[src/rtl/power_dispatch_pkg.sv]
// Shared types and default constants for the power dispatch block.
// Optional build macro: DISPATCH_STATS_EN (served/spilled energy counters).
package power_dispatch_pkg;

    localparam int unsigned STATE_W   = 2;
    localparam int unsigned ENERGY_W  = 8;
    localparam int unsigned DEFICIT_W = 4;
    localparam int unsigned STATS_W   = 16;

    localparam int unsigned DEF_CAP_W      = 12;
    localparam int unsigned DEF_CAPACITY   = 4000;
    localparam int unsigned DEF_LOW_MARK   = 256;
    localparam int unsigned DEF_HIGH_MARK  = 1024;
    localparam int unsigned DEF_SHED_LIMIT = 4;

    typedef enum logic [STATE_W-1:0] {
        ST_IDLE  = 2'd0,
        ST_GRANT = 2'd1,
        ST_SHED  = 2'd2
    } state_t;

endpackage

[src/rtl/power_dispatch_energy_store.sv]
// Storage bank datapath: adds generation, removes granted energy, clamps and reports spill.
module energy_store
    import power_dispatch_pkg::*;
#(
    parameter int unsigned CAP_W    = DEF_CAP_W,
    parameter int unsigned CAPACITY = DEF_CAPACITY
) (
    input  logic                clk,
    input  logic                rst,
    input  logic                gen_valid,
    input  logic [ENERGY_W-1:0] gen_in,
    input  logic                take_req,
    input  logic [ENERGY_W-1:0] req_amt,
    output logic [ENERGY_W-1:0] take_c,
    output logic [CAP_W-1:0]    stored,
    output logic [ENERGY_W-1:0] spill
);

    localparam int unsigned SUM_W = CAP_W + 1;

    logic [SUM_W-1:0] avail_c;
    logic [SUM_W-1:0] rem_c;
    logic [SUM_W-1:0] excess_c;

    // Generation lands in avail before the grant is carved out of it.
    always_comb begin
        avail_c = SUM_W'(stored) + (gen_valid ? SUM_W'(gen_in) : SUM_W'(0));
        take_c  = '0;
        if (take_req) begin
            take_c = (SUM_W'(req_amt) < avail_c) ? req_amt : ENERGY_W'(avail_c);
        end
        rem_c    = avail_c - SUM_W'(take_c);
        excess_c = rem_c - SUM_W'(CAPACITY);
    end

    // Stored register clamps at CAPACITY; overflow reported for one cycle, saturated to 8 bits.
    always_ff @(posedge clk or posedge rst) begin
        if (rst) begin
            stored <= '0;
            spill  <= '0;
        end else if (rem_c > SUM_W'(CAPACITY)) begin
            stored <= CAP_W'(CAPACITY);
            spill  <= (excess_c > SUM_W'(255)) ? 8'hFF : ENERGY_W'(excess_c);
        end else begin
            stored <= CAP_W'(rem_c);
            spill  <= '0;
        end
    end

endmodule

[src/rtl/power_dispatch.sv]
// Energy dispatch: stores reservoir output and serves load requests, shedding load
// after repeated under-served grants. Optional build macro: DISPATCH_STATS_EN.
module power_dispatch
    import power_dispatch_pkg::*;
#(
    parameter int unsigned CAP_W      = DEF_CAP_W,
    parameter int unsigned CAPACITY   = DEF_CAPACITY,
    parameter int unsigned LOW_MARK   = DEF_LOW_MARK,
    parameter int unsigned HIGH_MARK  = DEF_HIGH_MARK,
    parameter int unsigned SHED_LIMIT = DEF_SHED_LIMIT
) (
    input  logic                clk,
    input  logic                rst,
    input  logic                gen_valid,
    input  logic [ENERGY_W-1:0] gen_in,
    input  logic                load_req_valid,
    input  logic [ENERGY_W-1:0] load_req_amt,
    output logic                load_req_ready,
    output logic                grant_valid,
    input  logic                grant_ready,
    output logic [ENERGY_W-1:0] grant_amt,
    output logic                grant_full,
    output logic [CAP_W-1:0]    stored,
    output logic [ENERGY_W-1:0] spill,
    output logic                low_flag,
    output logic                shed,
    output logic [STATE_W-1:0]  state
`ifdef DISPATCH_STATS_EN
    ,
    output logic [STATS_W-1:0]  served_total,
    output logic [STATS_W-1:0]  spilled_total
`endif
);

    state_t               state_q;
    logic [DEFICIT_W-1:0] deficit_q;
    logic [DEFICIT_W-1:0] deficit_inc_c;
    logic [ENERGY_W-1:0]  take_c;
    logic                 accept_c;
    logic                 handshake_c;

    assign accept_c      = load_req_valid && load_req_ready;
    assign handshake_c   = grant_valid && grant_ready;
    assign deficit_inc_c = deficit_q + DEFICIT_W'(1);
    assign low_flag      = (stored < CAP_W'(LOW_MARK));
    assign state         = state_q;

    energy_store #(
        .CAP_W    (CAP_W),
        .CAPACITY (CAPACITY)
    ) u_store (
        .clk       (clk),
        .rst       (rst),
        .gen_valid (gen_valid),
        .gen_in    (gen_in),
        .take_req  (accept_c),
        .req_amt   (load_req_amt),
        .take_c    (take_c),
        .stored    (stored),
        .spill     (spill)
    );

    // Dispatch FSM with registered handshake outputs and the deficit counter.
    always_ff @(posedge clk or posedge rst) begin
        if (rst) begin
            state_q        <= ST_IDLE;
            load_req_ready <= 1'b0;
            grant_valid    <= 1'b0;
            grant_amt      <= '0;
            grant_full     <= 1'b0;
            shed           <= 1'b0;
            deficit_q      <= '0;
        end else begin
            case (state_q)
                ST_IDLE: begin
                    load_req_ready <= 1'b1;
                    if (accept_c) begin
                        grant_amt      <= take_c;
                        grant_full     <= (take_c == load_req_amt);
                        grant_valid    <= 1'b1;
                        load_req_ready <= 1'b0;
                        state_q        <= ST_GRANT;
                    end
                end
                ST_GRANT: begin
                    if (handshake_c) begin
                        grant_valid <= 1'b0;
                        if (grant_full) begin
                            deficit_q      <= '0;
                            load_req_ready <= 1'b1;
                            state_q        <= ST_IDLE;
                        end else if (deficit_inc_c == DEFICIT_W'(SHED_LIMIT)) begin
                            deficit_q <= deficit_inc_c;
                            shed      <= 1'b1;
                            state_q   <= ST_SHED;
                        end else begin
                            deficit_q      <= deficit_inc_c;
                            load_req_ready <= 1'b1;
                            state_q        <= ST_IDLE;
                        end
                    end
                end
                ST_SHED: begin
                    if (stored >= CAP_W'(HIGH_MARK)) begin
                        deficit_q      <= '0;
                        shed           <= 1'b0;
                        load_req_ready <= 1'b1;
                        state_q        <= ST_IDLE;
                    end
                end
                default: begin
                    shed           <= 1'b0;
                    load_req_ready <= 1'b0;
                    state_q        <= ST_IDLE;
                end
            endcase
        end
    end

`ifdef DISPATCH_STATS_EN
    localparam int unsigned ACC_W = STATS_W + 1;

    logic [ACC_W-1:0] served_sum_c;
    logic [ACC_W-1:0] spilled_sum_c;

    assign served_sum_c  = ACC_W'(served_total) + ACC_W'(grant_amt);
    assign spilled_sum_c = ACC_W'(spilled_total) + ACC_W'(spill);

    // Saturating totals of delivered and overflowed energy.
    always_ff @(posedge clk or posedge rst) begin
        if (rst) begin
            served_total  <= '0;
            spilled_total <= '0;
        end else begin
            if (handshake_c) begin
                served_total <= served_sum_c[STATS_W] ? '1 : served_sum_c[STATS_W-1:0];
            end
            spilled_total <= spilled_sum_c[STATS_W] ? '1 : spilled_sum_c[STATS_W-1:0];
        end
    end
`endif

endmodule

[config.mk]
export PLATFORM = sky130hd
export DESIGN_NAME = power_dispatch
export DESIGN_NICKNAME = d
export VERILOG_FILES = /design/src/rtl/power_dispatch_pkg.sv /design/src/rtl/power_dispatch_energy_store.sv /design/src/rtl/power_dispatch.sv
export SDC_FILE = /design/constraint.sdc
export NUM_CORES = 1
export LEC_CHECK = 0
export CAP_MARGIN = 25
export CELL_PAD_IN_SITES_DETAIL_PLACEMENT = 0
export CELL_PAD_IN_SITES_GLOBAL_PLACEMENT = 1
export CORE_MARGIN = 5
export CORE_UTILIZATION = 40
export CTS_BUF_LIST = sky130_fd_sc_hd__clkbuf_16
export DETAILED_ROUTE_END_ITERATION = 12
export PLACE_DENSITY_LB_ADDON = 0.15
export SLEW_MARGIN = 20
export SYNTH_ARGS = -nofsm -noshare
export SYNTH_HDL_FRONTEND = slang
export SYNTH_SLANG_ARGS = --single-unit
[constraint.sdc]
create_clock -name clk -period 8.51 [get_ports clk]
set_input_delay 0.851 -clock clk [delete_from_list [all_inputs] [get_ports clk]]
set_output_delay 0.851 -clock clk [all_outputs]
set_load 0.01 [all_outputs]
# == Word-level counts from Yosys, hierarchy flattened ==
# Cells that the tools add are included.
# totals
elab_cells,70
memories,0
input_bits,21
ramBits,0
mem_bits_ro,0
regBits,38
out_inout_bits,35
latchBits,0
# op_classes
n_reduce_logical,11
bitwise,1
n_eq_ne,10
mul,0
n_shift,0
addsub,4
n_div,0
magnitude_cmp,5
muxes,30
# ops
op,count
2-to-1 mux 8 bit,5
adder 12 x 13 -> 13 bit,1
"> comparator 13 x 12 -> 1 bit, second input constant",1
"> comparator 13 x 8 -> 1 bit, second input constant",1
less-than comparator 8 x 13 -> 1 bit,1
"subtractor 13 x 12 -> 13 bit, second input constant",1
subtractor 13 x 8 -> 13 bit,1
"greater-or-equal comparator 12 x 11 -> 1 bit, second input constant",1
"less-than comparator 12 x 9 -> 1 bit, second input constant",1
2-to-1 mux 12 bit,1
2-to-1 mux 4 bit,3
AND reduction 3 bit,4
2-to-1 mux 1 bit,11
2-to-1 mux 2 bit,5
"inequality test 2 bit, second input constant",5
== test 8 bit,1
one-hot mux 4 bit (2 select lines),1
one-hot mux 1 bit (3 select lines),2
one-hot mux 2 bit (3 select lines),1
AND reduction 5 bit,1
"adder 4 x 1 -> 4 bit, second input constant",1
"== test 4 x 3 -> 1 bit, second input constant",1
nonzero test 2 bit,2
"inequality test 3 bit, second input constant",1
7 further kinds,8

# == Longest topological paths before layout ==
# depth
ltp_word,10
depth_mapped,34
mapped_depth_nobuf,32

# == Modules after synthesis ==
# Synthesis repeated with hierarchy kept, for this count alone.
# unflattened
cells_unflattened,357
area_unflattened_um2,3353.2
# by_module_without_submodules
module,n_inst,area_each_um2,cells_each
energy_store,1,2302.2,264
power_dispatch,1,1051.0,93

# == Worst setup path before layout ==
# Ideal clock, no wire load.
# synth_timing
path_kind,input to register
from,input gen_in[0]
to,register u_store.spill[5]
stages,32
slack_ps,1381
arrival_ps,6999
cell_sequence,and2_1 > ha_1 > fa_1 > a21o_1 > a21oi_1 > xnor2_1 > inv_1 > ha_1 > nand2_1 > o21a_1 > maj3_2 > o21ai_2 > nand2_1 > clkbuf_1 > clkbuf_1 > mux2i_1 > or2_2 > ha_1 > nor2b_1 > o31ai_1 > a21oi_1 > o21ai_0 > o21ai_0 > a31oi_1 > nand2_1 > ha_1 > inv_1 > a21oi_1 > a2111oi_0 > a41oi_1 > a21oi_4 > o21ai_1
# synth_between
elab_chain_cells,10
# synth_lines
item,line_no,source
from (decl),power_dispatch.sv:15,"input logic [ENERGY_W-1:0] gen_in,"
2-to-1 mux 8 bit *,power_dispatch_energy_store.sv:27,avail_c = SUM_W'(stored) + (gen_valid ? SUM_W'(gen_in) : SUM_W'(0));
adder 12 x 13 -> 13 bit *,power_dispatch_energy_store.sv:27,
less-than comparator 8 x 13 -> 1 bit,power_dispatch_energy_store.sv:30,take_c = (SUM_W'(req_amt) < avail_c) ? req_amt : ENERGY_W'(avail_c);
2-to-1 mux 8 bit,power_dispatch_energy_store.sv:30,
2-to-1 mux 8 bit,power_dispatch_energy_store.sv:29,if (take_req) begin
subtractor 13 x 8 -> 13 bit *,power_dispatch_energy_store.sv:32,rem_c = avail_c - SUM_W'(take_c);
subtractor 13 x 12 -> 13 bit,power_dispatch_energy_store.sv:33,excess_c = rem_c - SUM_W'(CAPACITY);
> comparator 13 x 8 -> 1 bit,power_dispatch_energy_store.sv:43,spill <= (excess_c > SUM_W'(255)) ? 8'hFF : ENERGY_W'(excess_c);
2-to-1 mux 8 bit,power_dispatch_energy_store.sv:43,
2-to-1 mux 8 bit *,power_dispatch_energy_store.sv:41,end else if (rem_c > SUM_W'(CAPACITY)) begin
to (signal assigned),power_dispatch_energy_store.sv:43,
to (decl),power_dispatch_energy_store.sv:16,output logic [ENERGY_W-1:0] spill
# Every way passes the cells marked *; elsewhere a longest branch is shown, timed or not.
# A chain may end at the register's enable or synchronous reset.

# == Worst setup path in the final report ==
# layout_timing
from,input gen_valid
to,register u_store.spill[5]
# layout_between
elab_chain_cells,10
# layout_lines
item,line_no,source
from (decl),power_dispatch.sv:14,"input logic gen_valid,"
2-to-1 mux 8 bit *,power_dispatch_energy_store.sv:27,
adder 12 x 13 -> 13 bit *,power_dispatch_energy_store.sv:27,
less-than comparator 8 x 13 -> 1 bit,power_dispatch_energy_store.sv:30,
2-to-1 mux 8 bit *,power_dispatch_energy_store.sv:30,
2-to-1 mux 8 bit *,power_dispatch_energy_store.sv:29,
via take_c[1],power_dispatch.sv:38,logic [ENERGY_W-1:0] take_c;
subtractor 13 x 8 -> 13 bit *,power_dispatch_energy_store.sv:32,
subtractor 13 x 12 -> 13 bit,power_dispatch_energy_store.sv:33,
> comparator 13 x 8 -> 1 bit,power_dispatch_energy_store.sv:43,
2-to-1 mux 8 bit,power_dispatch_energy_store.sv:43,
2-to-1 mux 8 bit *,power_dispatch_energy_store.sv:41,
# The timed path passes the listed nets; every way through them passes the cells marked *.

==> impl_metrics.toml <==
[sta]
fmax_mhz = 129
fin_crit_ps = 7770
fin_crit_sh_pct = 91.3
setup_viol = 0
worstMarginPinSlew_ps = 885
slew_viol_final = 0
finClkSkew_ps = 7.78
relSlewSlack_pct = 41.0
hold_viol = 0
grt_setup_unrepaired = "false"
setup_tns_ps = 0

[layout]
area_growth_pct = 24.9
fill_cells = 787
nets = 514
drive_gt1_share_pct = 9.48
antenna_cells = 0

[synthesis]
ys.flop_type = "dfrtp_1"
ys_ff_latch = 38
seq_area_frac_synth_pct = 28.3
synthArstFlopShare_pct = 100
ys_types = 71
yosysTopAreaCell = "dfrtp_1"
syn_area_per_cell_um2 = 8.19
yosys.cell_count.top_type = "nand2_1"
syn-num-nets = 461
yosys.area_share.xor_xnor_pct = 4.62
synthCells = 410
synth_area_um2 = 3360
muxShareOfSynthArea_pct = 2.23
synth_top_family_by_area = "compound AO/OA/AOI/OAI gates"
synthSimpleGateAreaFrac_pct = 22.9
synth_compound_area_share_pct = 25.7
synth_area_leaders = "dfrtp_1 28%, ha_1 10%, nand2_1 5.7%"
synthAdderAreaFrac_pct = 12.3
yosys_warnings = 0
synth_edf_count = 0
yosys-top-cells-count = "51 x nand2_1, 38 x dfrtp_1, 34 x a21oi_1"
synth_top_area_share_pct = 28.3

[clock_network]
cts-root-buf = "clkbuf_16"
cts_made_buffers = 5
clkSinkCount = 38
clock_latency_ps = 290
cts_tree = "done"
cts_max_path_buffers = 2
clk_pin_slew_worst_paths_ps = 60
postCtsHoldBufs = 0
h-tree-depth = 2

[routing]
drt_wl_total_um = 9300
vias = 3178
post_drt_wl_per_cell_um = 16.3
viasPerCell = 5.59
ant_nets = 0
dr.pass1.iters = 4
drt_iter0_drc = 127
route.detailed.drc = 0

[critical_path]
timing.rr.end = "u_store.spill[5]"
rrSetupSlack_ps = 1580
r2r_cells = 30
crit_fanout = 10
path_class = "input pin to register"
crit_slowest_cell = "clkdlybuf4s50_1"
cp.arrival_ps = 7920
critPathCaptureType = "register"
start_kind = "input pin"
r2r-start = "u_store.stored[0]"
slowest_delay_ps = 490
cp.required_ps = 8670

[run]
maxCapViolations = 0

[die]
die_area_um2 = 10300
initial_core_util_pct = 40.9
chipHeight_um = 102
core_um2 = 8220
num_io_pins = 56
rows = 33
die_w_um = 102

[min_path]
min_path_cells = 2
worstHoldStart = "grant_amt[6]"
hp-class = "register to register"
hold_end = "grant_amt[6]"

[global_route]
grt_pass1_wl_um = 15700
antenna_found_initial = 0
grt_start_max_net_pins = 39
grt_usage_pct = 19.0
grt_pass1_vias = 3183
overflow = 0

[run_status]
status = "finished, final reports clean"

[place]
dp_hpwl_um = 7280
gp_congestion = 0.892
port_buffers = 55
[cells by family after synthesis]
logic type | after synthesis
AOI/OAI and AO/OA | 127
DFF | 38
xor gates and xnor gates | 16
and+or+nand+nor | 156
adders and majority gates | 32
muxes | 7
buffers and inverters | 34
[layout by cell type (no fill, tap or decap), drive strengths merged, types with 12 or more instances in the layout]
cell,instances
ha,28
nand2,51
inv,21
and2,13
dfrtp,38
nor2,31
a21oi,39
clkdlybuf4s50,55
nand3,13
o21ai,36
nand2b,12
[metal layers]
layer  routed length [um]  vias to the layer above  share of wire, %  GRT usage, %
met5                    0                        -                 0             0
met1                 4390                     1494                47          27.3
met3                  553                        9               5.9          2.34
met2                 4240                       84                46          30.4
li1                     -                     1591                 -             -
met4                  110                        0               1.2          4.70
[worst max-delay path: cells and delay by family]
family,cells,cell delay (ps)
xor gates and xnor gates,1,200
adders and majority gates,6,2070
buffers and inverters,4,750
AOI/OAI and AO/OA,14,2880
and+or+nand+nor,7,1120
[flip-flops by register name, indices dropped and copies added, names as in the netlist]
register,count
load_req_ready,1
state,2
grant_valid,1
deficit_q,4
shed,1
u_store.spill,8
grant_amt,8
u_store.stored,12
grant_full,1
[layout make-up]
| class | count | area [um^2] | share of cell area (%) |
|---|---|---|---|
| clock buffer | 5 | 125 | 2.98 |
| clock inverter | 3 | 41.3 | 0.984 |
| timing repair buffer | 60 | 588 | 14.0 |
| tap | 105 | 131 | 3.13 |
| inverter | 20 | 75.1 | 1.79 |
| multi-input combinational | 338 | 2280 | 54.4 |
| sequential | 38 | 951 | 22.7 |
[per-stage QoR]
stage | util (%) | hold WS (ps) | instance area (um^2) | instances | worst slack (ps)
after floorplan | - | 490 | 3360 | 410 | 1380
after global placement | 48.9 | 467 | 4020 | 561 | 598
after detailed placement | 48.9 | 475 | 4020 | 561 | 343
after CTS | 51.0 | 489 | 4190 | 569 | 621
after global routing | 51.1 | 504 | 4200 | 569 | 60.5
final | 51.1 | 480 | 4200 | 569 | 743
[timing repair]
item,CTS,global route
resized for setup,0,2
setup buffers,0,0
endpoints found under the setup margin,0,7
[worst max-delay path by stage]
stage,depth (start not counted),endpoint,startpoint
finish,32,u_store.spill[5],gen_valid
global route,32,u_store.spill[5],gen_valid
CTS,32,u_store.spill[5],gen_valid
detailed placement,31,u_store.spill[4],gen_valid
global placement,31,u_store.spill[5],gen_valid
floorplan,32,u_store.spill[5],gen_in[0]
Power is not shown: default switching activity piles up to over one toggle a cycle in this logic, so the estimate is an artifact.
